## src/rtl/ahb_mem_slave.sv

```systemverilog
// AHB slave front end for a synchronous single-port 32-bit memory with wait states and ERROR responses.
// Define AHB_SLV_ALIGN_CHK_EN to reject misaligned half/word transfers with an ERROR response.
module ahb_mem_slave #(
  parameter int WAIT_STATES = 0,
  parameter int MEM_WORDS   = 8192,
  parameter int REGION_BITS = 16
) (
  input  logic                         HCLK,
  input  logic                         HRESETn,
  input  logic                         HSEL,
  input  logic [31:0]                  HADDR,
  input  logic [1:0]                   HTRANS,
  input  logic                         HWRITE,
  input  logic [2:0]                   HSIZE,
  input  logic [31:0]                  HWDATA,
  input  logic                         HREADY,
  output logic [31:0]                  HRDATA,
  output logic                         HREADYOUT,
  output logic [1:0]                   HRESP,
  output logic                         MEM_enable,
  output logic                         MEM_write,
  output logic [3:0]                   MEM_wstrb,
  output logic [$clog2(MEM_WORDS)-1:0] MEM_address,
  output logic [31:0]                  MEM_wdata,
  input  logic [31:0]                  MEM_rdata,
  output logic [2:0]                   dbg_state
);

  localparam int AW = $clog2(MEM_WORDS);
  localparam logic [REGION_BITS:0] MEM_BYTES = (REGION_BITS+1)'(MEM_WORDS * 4);
  localparam logic [3:0] WAIT_LOAD = (WAIT_STATES > 0) ? 4'(WAIT_STATES - 1) : 4'd0;

  typedef enum logic [2:0] {
    S_IDLE     = 3'd0,
    S_WAIT     = 3'd1,
    S_RD_ISSUE = 3'd2,
    S_RD_DATA  = 3'd3,
    S_WR       = 3'd4,
    S_ERR1     = 3'd5,
    S_ERR2     = 3'd6
  } state_t;

  // Handshake: an address phase is taken only when HSEL, HREADY and HTRANS[1] are all high;
  // HREADYOUT low stretches the current data phase and the master holds HWDATA meanwhile.
  state_t        state, state_nxt, accept_state;
  logic [AW+1:0] addr_q;
  logic          write_q;
  logic [1:0]    size_q;
  logic [3:0]    cnt_q, cnt_nxt;
  logic          accept, misalign, err, load;
  logic [3:0]    lane_strb;
  logic          unused_bits;

  assign accept = HSEL & HREADY & HTRANS[1];

`ifdef AHB_SLV_ALIGN_CHK_EN
  assign misalign = ((HSIZE == 3'd1) & HADDR[0]) |
                    ((HSIZE == 3'd2) & (HADDR[1:0] != 2'b00));
`else
  assign misalign = 1'b0;
`endif

  assign err = (HSIZE > 3'd2) | ({1'b0, HADDR[REGION_BITS-1:0]} >= MEM_BYTES) | misalign;

  assign unused_bits = ^{HTRANS[0], HADDR[31:REGION_BITS]};

  // Where a newly accepted address phase leads; shared by every state that ends a data phase.
  always_comb begin
    accept_state = S_IDLE;
    if (accept) begin
      if (err)                  accept_state = S_ERR1;
      else if (WAIT_STATES > 0) accept_state = S_WAIT;
      else if (HWRITE)          accept_state = S_WR;
      else                      accept_state = S_RD_ISSUE;
    end
  end

  // Low address bits are not cleared, so a misaligned half lands on its containing half-word.
  always_comb begin
    case (size_q)
      2'd0:    lane_strb = 4'b0001 << addr_q[1:0];
      2'd1:    lane_strb = addr_q[1] ? 4'b1100 : 4'b0011;
      default: lane_strb = 4'b1111;
    endcase
  end

  always_comb begin
    state_nxt  = state;
    cnt_nxt    = cnt_q;
    load       = 1'b0;
    HREADYOUT  = 1'b1;
    HRESP      = 2'b00;
    HRDATA     = '0;
    MEM_enable = 1'b0;
    MEM_write  = 1'b0;
    MEM_wstrb  = '0;
    case (state)
      S_IDLE: begin
        state_nxt = accept_state;
        load      = accept;
      end
      S_WAIT: begin
        HREADYOUT = 1'b0;
        if (cnt_q == 4'd0) state_nxt = write_q ? S_WR : S_RD_ISSUE;
        else               cnt_nxt   = cnt_q - 4'd1;
      end
      S_RD_ISSUE: begin
        HREADYOUT  = 1'b0;
        MEM_enable = 1'b1;
        state_nxt  = S_RD_DATA;
      end
      S_RD_DATA: begin
        HRDATA    = MEM_rdata;
        state_nxt = accept_state;
        load      = accept;
      end
      S_WR: begin
        MEM_enable = 1'b1;
        MEM_write  = 1'b1;
        MEM_wstrb  = lane_strb;
        state_nxt  = accept_state;
        load       = accept;
      end
      S_ERR1: begin
        HRESP     = 2'b01;
        HREADYOUT = 1'b0;
        state_nxt = S_ERR2;
      end
      S_ERR2: begin
        HRESP     = 2'b01;
        state_nxt = accept_state;
        load      = accept;
      end
      default: state_nxt = S_IDLE;
    endcase
  end

  always_ff @(posedge HCLK or negedge HRESETn) begin
    if (!HRESETn) begin
      state   <= S_IDLE;
      addr_q  <= '0;
      write_q <= 1'b0;
      size_q  <= '0;
      cnt_q   <= '0;
    end else begin
      state <= state_nxt;
      if (load) begin
        addr_q  <= HADDR[AW+1:0];
        write_q <= HWRITE;
        size_q  <= HSIZE[1:0];
        cnt_q   <= WAIT_LOAD;
      end else begin
        cnt_q <= cnt_nxt;
      end
    end
  end

  assign MEM_address = addr_q[AW+1:2];
  assign MEM_wdata   = HWDATA;
  assign dbg_state   = state;

endmodule
```

## config.mk

```make
export PLATFORM = sky130hd
export DESIGN_NAME = ahb_mem_slave
export DESIGN_NICKNAME = d
export VERILOG_FILES = /design/src/rtl/ahb_mem_slave.sv
export SDC_FILE = /design/constraint.sdc
export NUM_CORES = 1
export LEC_CHECK = 0
export ABC_AREA = 1
export BUFFER_PORTS_ARGS = -buffer_cell sky130_fd_sc_hd__buf_2
export CAP_MARGIN = 20
export CORE_AREA = 2 2 75 77
export CTS_CLUSTER_SIZE = 12
export DETAILED_ROUTE_END_ITERATION = 8
export DIE_AREA = 0 0 77 79
export GPL_ROUTABILITY_DRIVEN = 0
export PLACE_DENSITY = 0.8
export SLEW_MARGIN = 20
export SYNTH_ARGS = -nofsm -noshare
export SYNTH_HDL_FRONTEND = slang
export SYNTH_SLANG_ARGS = --single-unit
```

## constraint.sdc

```tcl
create_clock -name HCLK -period 2.6 [get_ports HCLK]
set_input_delay 0.13 -clock HCLK [delete_from_list [all_inputs] [get_ports HCLK]]
set_output_delay 0.13 -clock HCLK [all_outputs]
set_load 0.01 [all_outputs]
```

### After elaboration in Yosys (flattened, before gate mapping)

Index checks and enable logic that the tools add are counted.

* register bits: 25
* output and inout port bits: 89

* eq/ne operators: 9
* order comparisons: 2
* add/sub/neg operators: 1
* reductions and logical operators: 9
* bitwise operators: 3
* muxes and demuxes: 18
* shifts and indexed selects: 1

Operators by type and width (number)
* $mux 32: 1
* $mux 4: 5
* $ge 16x16->1 const B: 1
* $mux 3: 5
* $pmux 3 s4: 1
* $eq 3x3->1 const B: 3
* $pmux 4 s2: 1
* $eq 3x2->1 const B: 2
* $mux 1: 5
* $logic_not 4->1: 1
* $ne 2x2->1 const B: 2
* $reduce_or 2->1: 2
* $reduce_or 4->1: 1
* $shl 1x2->4 const A: 1
* $sub 4x1->4 const B: 1
* $eq 3x1->1 const B: 1
* $gt 3x2->1 const B: 1
* $logic_not 3->1: 1
* $reduce_or 3->1: 1
* $and 1x1->1: 2
* $eq 2x1->1 const B: 1
* $logic_not 2->1: 1
* $reduce_and 2->1: 1
* $reduce_bool 2->1: 1
* $or 1x1->1: 1

### Logic depth before layout (Yosys ltp)

Gate-level depths: netlist of run 1.

* depth in word-level cells: 5
* depth in mapped cells: 8

### Worst setup path before layout of run 1

Ideal clock, no wire load.

* path type: register to output
* start point: register state[1] (netlist: dbg_state[1])
* end point: output MEM_wstrb[0]
* stages on the path, launching flop included: 6
* data arrival time: 1244 ps
* slack: 1226 ps
* cell sequence: dfrtp_1 inv_1 nand2_2 nor2_1 o21ai_0 a21oi_1

* word-level cells in the longest chain between the ends: 2

RTL lines
* from (decl): RTL line 45 `state_t state, state_nxt, accept_state;`
* from (signal assigned): RTL line 146 `state <= state_nxt;`
* $eq 3x3->1: RTL line 97 `case (state)`
* $mux 4: RTL line 97
* to (decl): RTL line 22 `output logic [3:0] MEM_wstrb,`

Every way passes these cells.

### Final worst setup path of run 1

* start point: register state[2] (netlist: dbg_state[2])
* end point: register addr_q[8]

* word-level cells in the longest chain between the ends: 3
* elaborated cells between the ends (all ways): 6
* those cells by class: eq/ne: 3; mux: 1; reduce/logical: 2

RTL lines
* $eq 3x3->1 (tied with other cells): RTL line 97
* $reduce_or 4->1 (no source line) (*)
* $mux 1 (*): RTL line 97
* to (signal assigned): RTL line 148 `addr_q <= HADDR[AW+1:0];`
* to (decl): RTL line 46 `logic [AW+1:0] addr_q;`

Every way passes the cells marked *; elsewhere a longest branch is shown, timed or not.
A chain may end at the register's enable or synchronous reset.

==> flow_summary.toml, run 1 <==
[yosys]
synth-warning-count = 0
synth_top_cell_area_share = 0.3369
synth_seq_area_share = 0.3369
synthDistinctLibCells = 23
netlist.top_cell.by_area = "dfrtp_1"
postSynthNetCount = 376
postSynthCellCount = 269
synth_top_cells_by_area = "dfrtp_1, buf_4, nand2_1, inv_1, nor2_1"
syn_area_per_cell_um2 = 6.903
syn_area_um2 = 1857
synth.ff_latch_count = 25

[cells_and_area]
final_common_cell = "buf_2"
drive_above_1_share = 0.4012
antenna_diode_count = 0
area_growth_syn_to_layout_pct = 16.71
mostFrequentLayoutCells = "buf_2, nand2_1, inv_1"
nets_finish = 442

[timing]
timing.final.hold_violations = 0
tns_ps = 0
setup_viols_final = 0
post-route-min-period_ps = 1692
rsz0062_at_grt = "false"
number_of_slew_limit_violations_in_the_final_report = 0
timing.slew.headroom = 0.6427
post-route-period-util = 0.6506
fmaxAchievable_mhz = 591.2
setup_slack_ps = 908.5
worstMarginPinSlew_ps = 536.0
timing.clock.skew_ps = 1.779

[route]
num_vias = 1684
drt_first_pass_iters = 4
avgViaCountPerCell = 4.148
routedWlPerCell_um = 10.57
drt_iter0_markers = 32
postRouteWirelength_um = 4293
drtAntennaViolNets = 0
drcViolationCount = 0

[critical_path]
cp-start-kind = "flop"
delay_of_the_slowest_cell_on_the_worst_path_ps = 440
worst_r2r_startpoint = "dbg_state[2]$_DFFE_PN0P_"
path_cells = "inv_1 -> nand3_4 -> nand3_4 -> nand2_4 -> inv_6 -> nand2_1 -> nand2_1"
critical_path.max_fanout = 33
worst_setup_path_end_kind = "flop"
worst_ep_required_time_ps = 2810
cp_top_family = "simple AND/OR/NAND/NOR gates"
r2r_cells = 7
rrSetupSlack_ps = 910
worst-setup-path-type = "reg2reg"
critical-path-slowest-cell = "dfrtp_1"
critical_path_buffers_and_inverters = 2
regToRegEndpoint = "addr_q[8]$_DFFE_PN0P_"
critPathArrivalTime_ps = 1900

[placement]
port-buffer-count = 112
hpwl_um = 3555
dpl_worst_slack_ps = 895.7

[cts]
worst_skew_pair.late_latency_ps = 270
clockBufferDepth = 2
post-cts-setup-buffer-count = 0
numCtsBuffers = 3
clk_transition_reported_paths_ps = 80
tritoncts = "done"
htree_num_levels = 1
number_of_cells_upsized_or_downsized_after_cts = 0
cts_root_buffer = "clkbuf_8"
clkSinkCount = 25

[outcome]
outcome = "complete, no violations"

[die]
chipWidth_um = 77
height_of_the_die_um = 79
std_cell_rows = 27
core_area_um2 = 5338
design.portCount = 195
initial_utilization = 0.3479
die_area_um2 = 6083

[hold_path]
hold_path_class = "in2reg"
min_delay_worst_endpoint = "addr_q[10]$_DFFE_PN0P_"
holdCritStartpoint = "HADDR[10]"
hold-path-cell-count = 3

[pwr]
p_int_mw = 1.066
power.share.clock = 0.120
power-per-cell-area_nw_per_um2 = 871.6
power.static_leakage_nw = 1.468
pwr-share-seq = 0.366
vdd_ir_drop_max_mv = 0.6597
sw_frac_of_total = 0.4355
power.net_switching_uw = 822.6
combinationalPowerShare = 0.514

[grt]
grt_pass1_wl_um = 6858
overflow = 0
grt_antenna_before_repair = 0
track_usage = 0.1376
grt_max_degree = 34
number_of_global_route_vias_before_repair = 1589

[run]
maxCapViolations = 0
[flip-flops by register name, summed over array words and instances (netlist names)]
register,count
size_q,2
cnt_q,4
write_q,1
addr_q,15
dbg_state,3
[cells in the mapped netlist (all sizes together)]
cell type and instances:
nand2 71, nand3 10, a21oi 7, xor2 1
nor3 1, inv 48, o21ai 5, buf 49
or2 2, dfrtp 25, clkbuf 3, ha 1
conb 1, nor2 45
[worst reg2reg max path: stages (launching register included)]
cell,delay (ps)
dfrtp_1,440
inv_1,160
nand3_4,300
nand3_4,190
nand2_4,180
inv_6,220
nand2_1,70
nand2_1,60
[power groups by stage]
stage          sequential (mW)  combinational [mW]  clock [mW]
2_1_floorplan            0.685               0.813           0
3_3_place_gp             0.691               0.951           0
4_1_cts                  0.693               0.986       0.235
6_report                 0.691               0.972       0.226
5_1_grt                  0.720                1.12       0.248
3_5_place_dp             0.697               0.984           0
[worst max-delay path by stage]
stage | cells after the start | from | endpoint
global route | 7 | dbg_state[2]$_DFFE_PN0P_ | addr_q[10]$_DFFE_PN0P_
floorplan | 5 | dbg_state[1]$_DFFE_PN0P_ | MEM_wstrb[0]
detailed placement | 7 | dbg_state[2]$_DFFE_PN0P_ | addr_q[6]$_DFFE_PN0P_
CTS | 7 | dbg_state[2]$_DFFE_PN0P_ | addr_q[8]$_DFFE_PN0P_
finish | 7 | dbg_state[2]$_DFFE_PN0P_ | addr_q[8]$_DFFE_PN0P_
global placement | 7 | dbg_state[2]$_DFFE_PN0P_ | addr_q[4]$_DFFE_PN0P_
[per-layer routing]
layer | wire (um) | global-route usage | up-vias
li1 | - | - | 864
met1 | 1554 | 0.1328 | 714
met2 | 2183 | 0.2711 | 100
met3 | 486 | 0.04091 | 6
met4 | 68 | 0.05714 | 0
met5 | 0 | 0 | -
[stage by stage]
| step | instances | instance area, um^2 | hold WS (ps) | util | power (mW) |
|---|---|---|---|---|---|
| finish | 406 | 2167 | 49.30 | 0.4060 | 1.889 |
| global route | 406 | 2167 | 54.23 | 0.4060 | 2.085 |
| CTS | 406 | 2167 | 43.20 | 0.4060 | 1.914 |
| detailed placement | 401 | 2112 | 153.8 | 0.3957 | 1.681 |
| global placement | 401 | 2112 | 148.3 | 0.3957 | 1.643 |
| floorplan | 269 | 1857 | -165.6 | - | 1.498 |
[timing repair]
| item | in CTS | in global routing |
|---|---|---|
| hold buffers | 1 | 0 |
| setup endpoints to repair | 0 | 0 |
| hold endpoints to repair | 25 | 0 |
[area by class of cell]
cell class	instances	area (um^2)
fillers	549	3171
inverters	48	185.2
well taps	72	90.09
repair buffers	113	570.5
multi-input cells	144	650.6
clock buffers	4	45.04
flip-flops and latches	25	625.6
[cell families (layout without fill, tap and decap cells)]
logic type      after synthesis  after routing  synth area share
simple gates                129            129            0.3046
buf+inv                     100            165            0.3127
flops                        25             25            0.3369
compound gates               12             12           0.03234
fa+ha+maj                     1              1          0.006737
other cells                   1              1          0.002020
xor+xnor                      1              1          0.004718
Note: power is estimated with default switching activity, not from simulation.
==> run 2: changes to the inputs <==
--- a/config.mk
+++ b/config.mk
@@ -5,7 +5,7 @@
 export SDC_FILE = /design/constraint.sdc
 export NUM_CORES = 1
 export LEC_CHECK = 0
-export ABC_AREA = 1
+export ABC_AREA = 0
 export BUFFER_PORTS_ARGS = -buffer_cell sky130_fd_sc_hd__buf_2
 export CAP_MARGIN = 20
 export CORE_AREA = 2 2 75 77
@@ -13,7 +13,7 @@
 export DETAILED_ROUTE_END_ITERATION = 8
 export DIE_AREA = 0 0 77 79
 export GPL_ROUTABILITY_DRIVEN = 0
-export PLACE_DENSITY = 0.8
+export PLACE_DENSITY = 0.79
 export SLEW_MARGIN = 20
 export SYNTH_ARGS = -nofsm -noshare
 export SYNTH_HDL_FRONTEND = slang
==> constraint.sdc (replaced) <==
create_clock -name HCLK -period 1.7 [get_ports HCLK]
set_input_delay 0.085 -clock HCLK [delete_from_list [all_inputs] [get_ports HCLK]]
set_output_delay 0.085 -clock HCLK [all_outputs]
set_load 0.01 [all_outputs]
==> run 2 against run 1 <==
Die area did not move. Worst hold slack worse by 13 ps. Sequential share of layout area up 0.20 points. Largest cell class unchanged.
==> flow_summary.toml, run 2 <==
[outcome]
outcome = "complete, no violations"

[timing]
setup_slack_ps = 127.7
timing.clock.skew_ps = 9.799
rsz0062_at_grt = "false"
timing.final.hold_violations = 0
number_of_slew_limit_violations_in_the_final_report = 0
setup_viols_final = 0
tns_ps = 0
post-route-min-period_ps = 1572
worstMarginPinSlew_ps = 563.1
timing.slew.headroom = 0.6246
fmaxAchievable_mhz = 636.0
post-route-period-util = 0.9249

[route]
postRouteWirelength_um = 4322
avgViaCountPerCell = 4.511
drtAntennaViolNets = 0
drt_first_pass_iters = 4
drcViolationCount = 0
routedWlPerCell_um = 13.14
drt_iter0_markers = 62
num_vias = 1484

[die]
die_area_um2 = 6083
initial_utilization = 0.3354
design.portCount = 195
height_of_the_die_um = 79
std_cell_rows = 27
chipWidth_um = 77
core_area_um2 = 5338

[critical_path]
worst_r2r_startpoint = "dbg_state[1]$_DFFE_PN0P_"
timing.critical_path.from = "dbg_state[2]$_DFFE_PN0P_"
worst_setup_path_end_kind = "output port"
worst-setup-path-type = "reg2out"
cp-start-kind = "flop"
critical_path.max_fanout = 32
critPathArrivalTime_ps = 1490
worst_ep_required_time_ps = 1620

[hold_path]
hold_path_class = "in2reg"
holdCritStartpoint = "HADDR[10]"

[placement]
hpwl_um = 3415
dpl_worst_slack_ps = 97.94
port-buffer-count = 112
number_of_placed_cells_counting_well_taps = 324
place_area_um2 = 2083

[cells_and_area]
largest_reg_flops = 15
drive_above_1_share = 0.5681
fill_cells = 563
antenna_diode_count = 0
final_area_um2 = 2152
mostFrequentLayoutCells = "buf_2, and3_1, dfrtp_1"
area_growth_syn_to_layout_pct = 20.20
final_common_cell = "buf_2"
final_cells = 329
nets_finish = 365
top_register = "addr_q"

[cts]
htree_num_levels = 1
clk_transition_reported_paths_ps = 90
tritoncts = "done"
clkSinkCount = 25
clockBufferDepth = 2
post-cts-setup-buffer-count = 0
numCtsBuffers = 3
cts_root_buffer = "clkbuf_8"
worst_skew_pair.late_latency_ps = 270

[yosys]
postSynthCellCount = 191
syn_area_um2 = 1790
synth-edff-count = 0
netlist.top_cell.by_area = "dfrtp_1"
postSynthNetCount = 298
synth-warning-count = 0
synth_top_cell_area_share = 0.3494
ys.flop_type = "dfrtp_1"
post_synth_most_frequent_cells = "buf_4, and3_1, dfrtp_1, mux2_2, nor2_1"
ys_async_sr_fraction = 1.000
syn_area_per_cell_um2 = 9.374
synth_seq_area_share = 0.3494
synth_top_cells_by_area = "dfrtp_1, buf_4, and3_1, mux2_2, mux2_4"
synthDistinctLibCells = 35
synth.most_common_cell = "buf_4"
synth.ff_latch_count = 25

[pwr]
power.total_mw = 3.267
vdd_ir_drop_max_mv = 0.4853
power.static_leakage_nw = 1.283
power-per-cell-area_nw_per_um2 = 1518

[grt]
track_usage = 0.1398
grt_pass1_wl_um = 6948
grt_max_degree = 36
grt_antenna_before_repair = 0
overflow = 0
number_of_global_route_vias_before_repair = 1466

[run]
maxCapViolations = 0
[run 2: changes by cell type after synthesis, sizes merged, moves of 4 or more]
cell,delta
nor2,-36
o21a,+4
nand3,-6
nand2b,+4
nand2,-65
and3,+33
inv,-45
mux2,+17
[run 2: worst max-delay path: stages, from the launching register on]
cell and delay (ps):
dfrtp_1 440, nor2b_4 160, buf_4 270, and3_1 210, buf_2 130
[run 2: area by class of cell]
cell class                 count  area [um^2]  share of cell area
clock buffer                   3        41.29             0.01919
clock inverter                 1        7.507            0.003488
inverter                       3        11.26            0.005233
multi-input combinational    106        760.7              0.3535
sequential                    25        625.6              0.2907
tap                           72        90.09             0.04186
timing repair buffer         119        615.6              0.2860
[run 2: worst paths after layout]
| path | endpoint | slack (ps) | cells after the start |
|---|---|---|---|
| hold / removal | addr_q[10]$_DFFE_PN0P_ | 40 | 2 |
| max in group asynchronous | addr_q[6]$_DFFE_PN0P_ | 990 | 2 |
| setup / recovery | HRDATA[14] | 130 | 4 |
| hold reg to reg | addr_q[5]$_DFFE_PN0P_ | 510 | 1 |
| min in group asynchronous | addr_q[11]$_DFFE_PN0P_ | 330 | 2 |
| setup reg to reg | addr_q[7]$_DFFE_PN0P_ | 160 | 4 |
[run 2: timing repair]
item                                   in CTS  in global routing
endpoints found under the hold margin      25                  0
hold buffers                                1                  0
resized for setup                           0                  3
setup endpoints to repair                   0                  6
[run 2: routing by layer]
layer / vias up / part of all wire / GRT usage
li1: 725 / - / -
met5: - / 0 / 0
met3: 13 / 0.10 / 0.05909
met2: 60 / 0.46 / 0.2272
met1: 686 / 0.42 / 0.1683
met4: 0 / 0.022 / 0.04464
[run 2: stage by stage]
stage / hold WS, ps / util
after floorplan: -210.6 / -
after global placement: 109.8 / 0.3903
after detailed placement: 112.5 / 0.3903
after CTS: 30.30 / 0.4013
after global routing: 23.57 / 0.4032
final: 36.19 / 0.4032
[run 2: logic make-up (layout without fill, tap and decap cells)]
| family | Yosys count | in the layout | synth area share |
|---|---|---|---|
| simple gates | 67 | 67 | 0.2180 |
| buf+inv | 60 | 126 | 0.2313 |
| flops | 25 | 25 | 0.3494 |
| mux | 17 | 17 | 0.1132 |
| compound gates | 16 | 16 | 0.05521 |
| xor+xnor | 4 | 4 | 0.02376 |
| fa+ha+maj | 1 | 1 | 0.006987 |
| other cells | 1 | 1 | 0.002094 |
[run 2: report_power, final]
group	switching (mW)	internal, mW
clock network	0.195	0.166
logic	0.948	0.873
registers	0.194	0.891
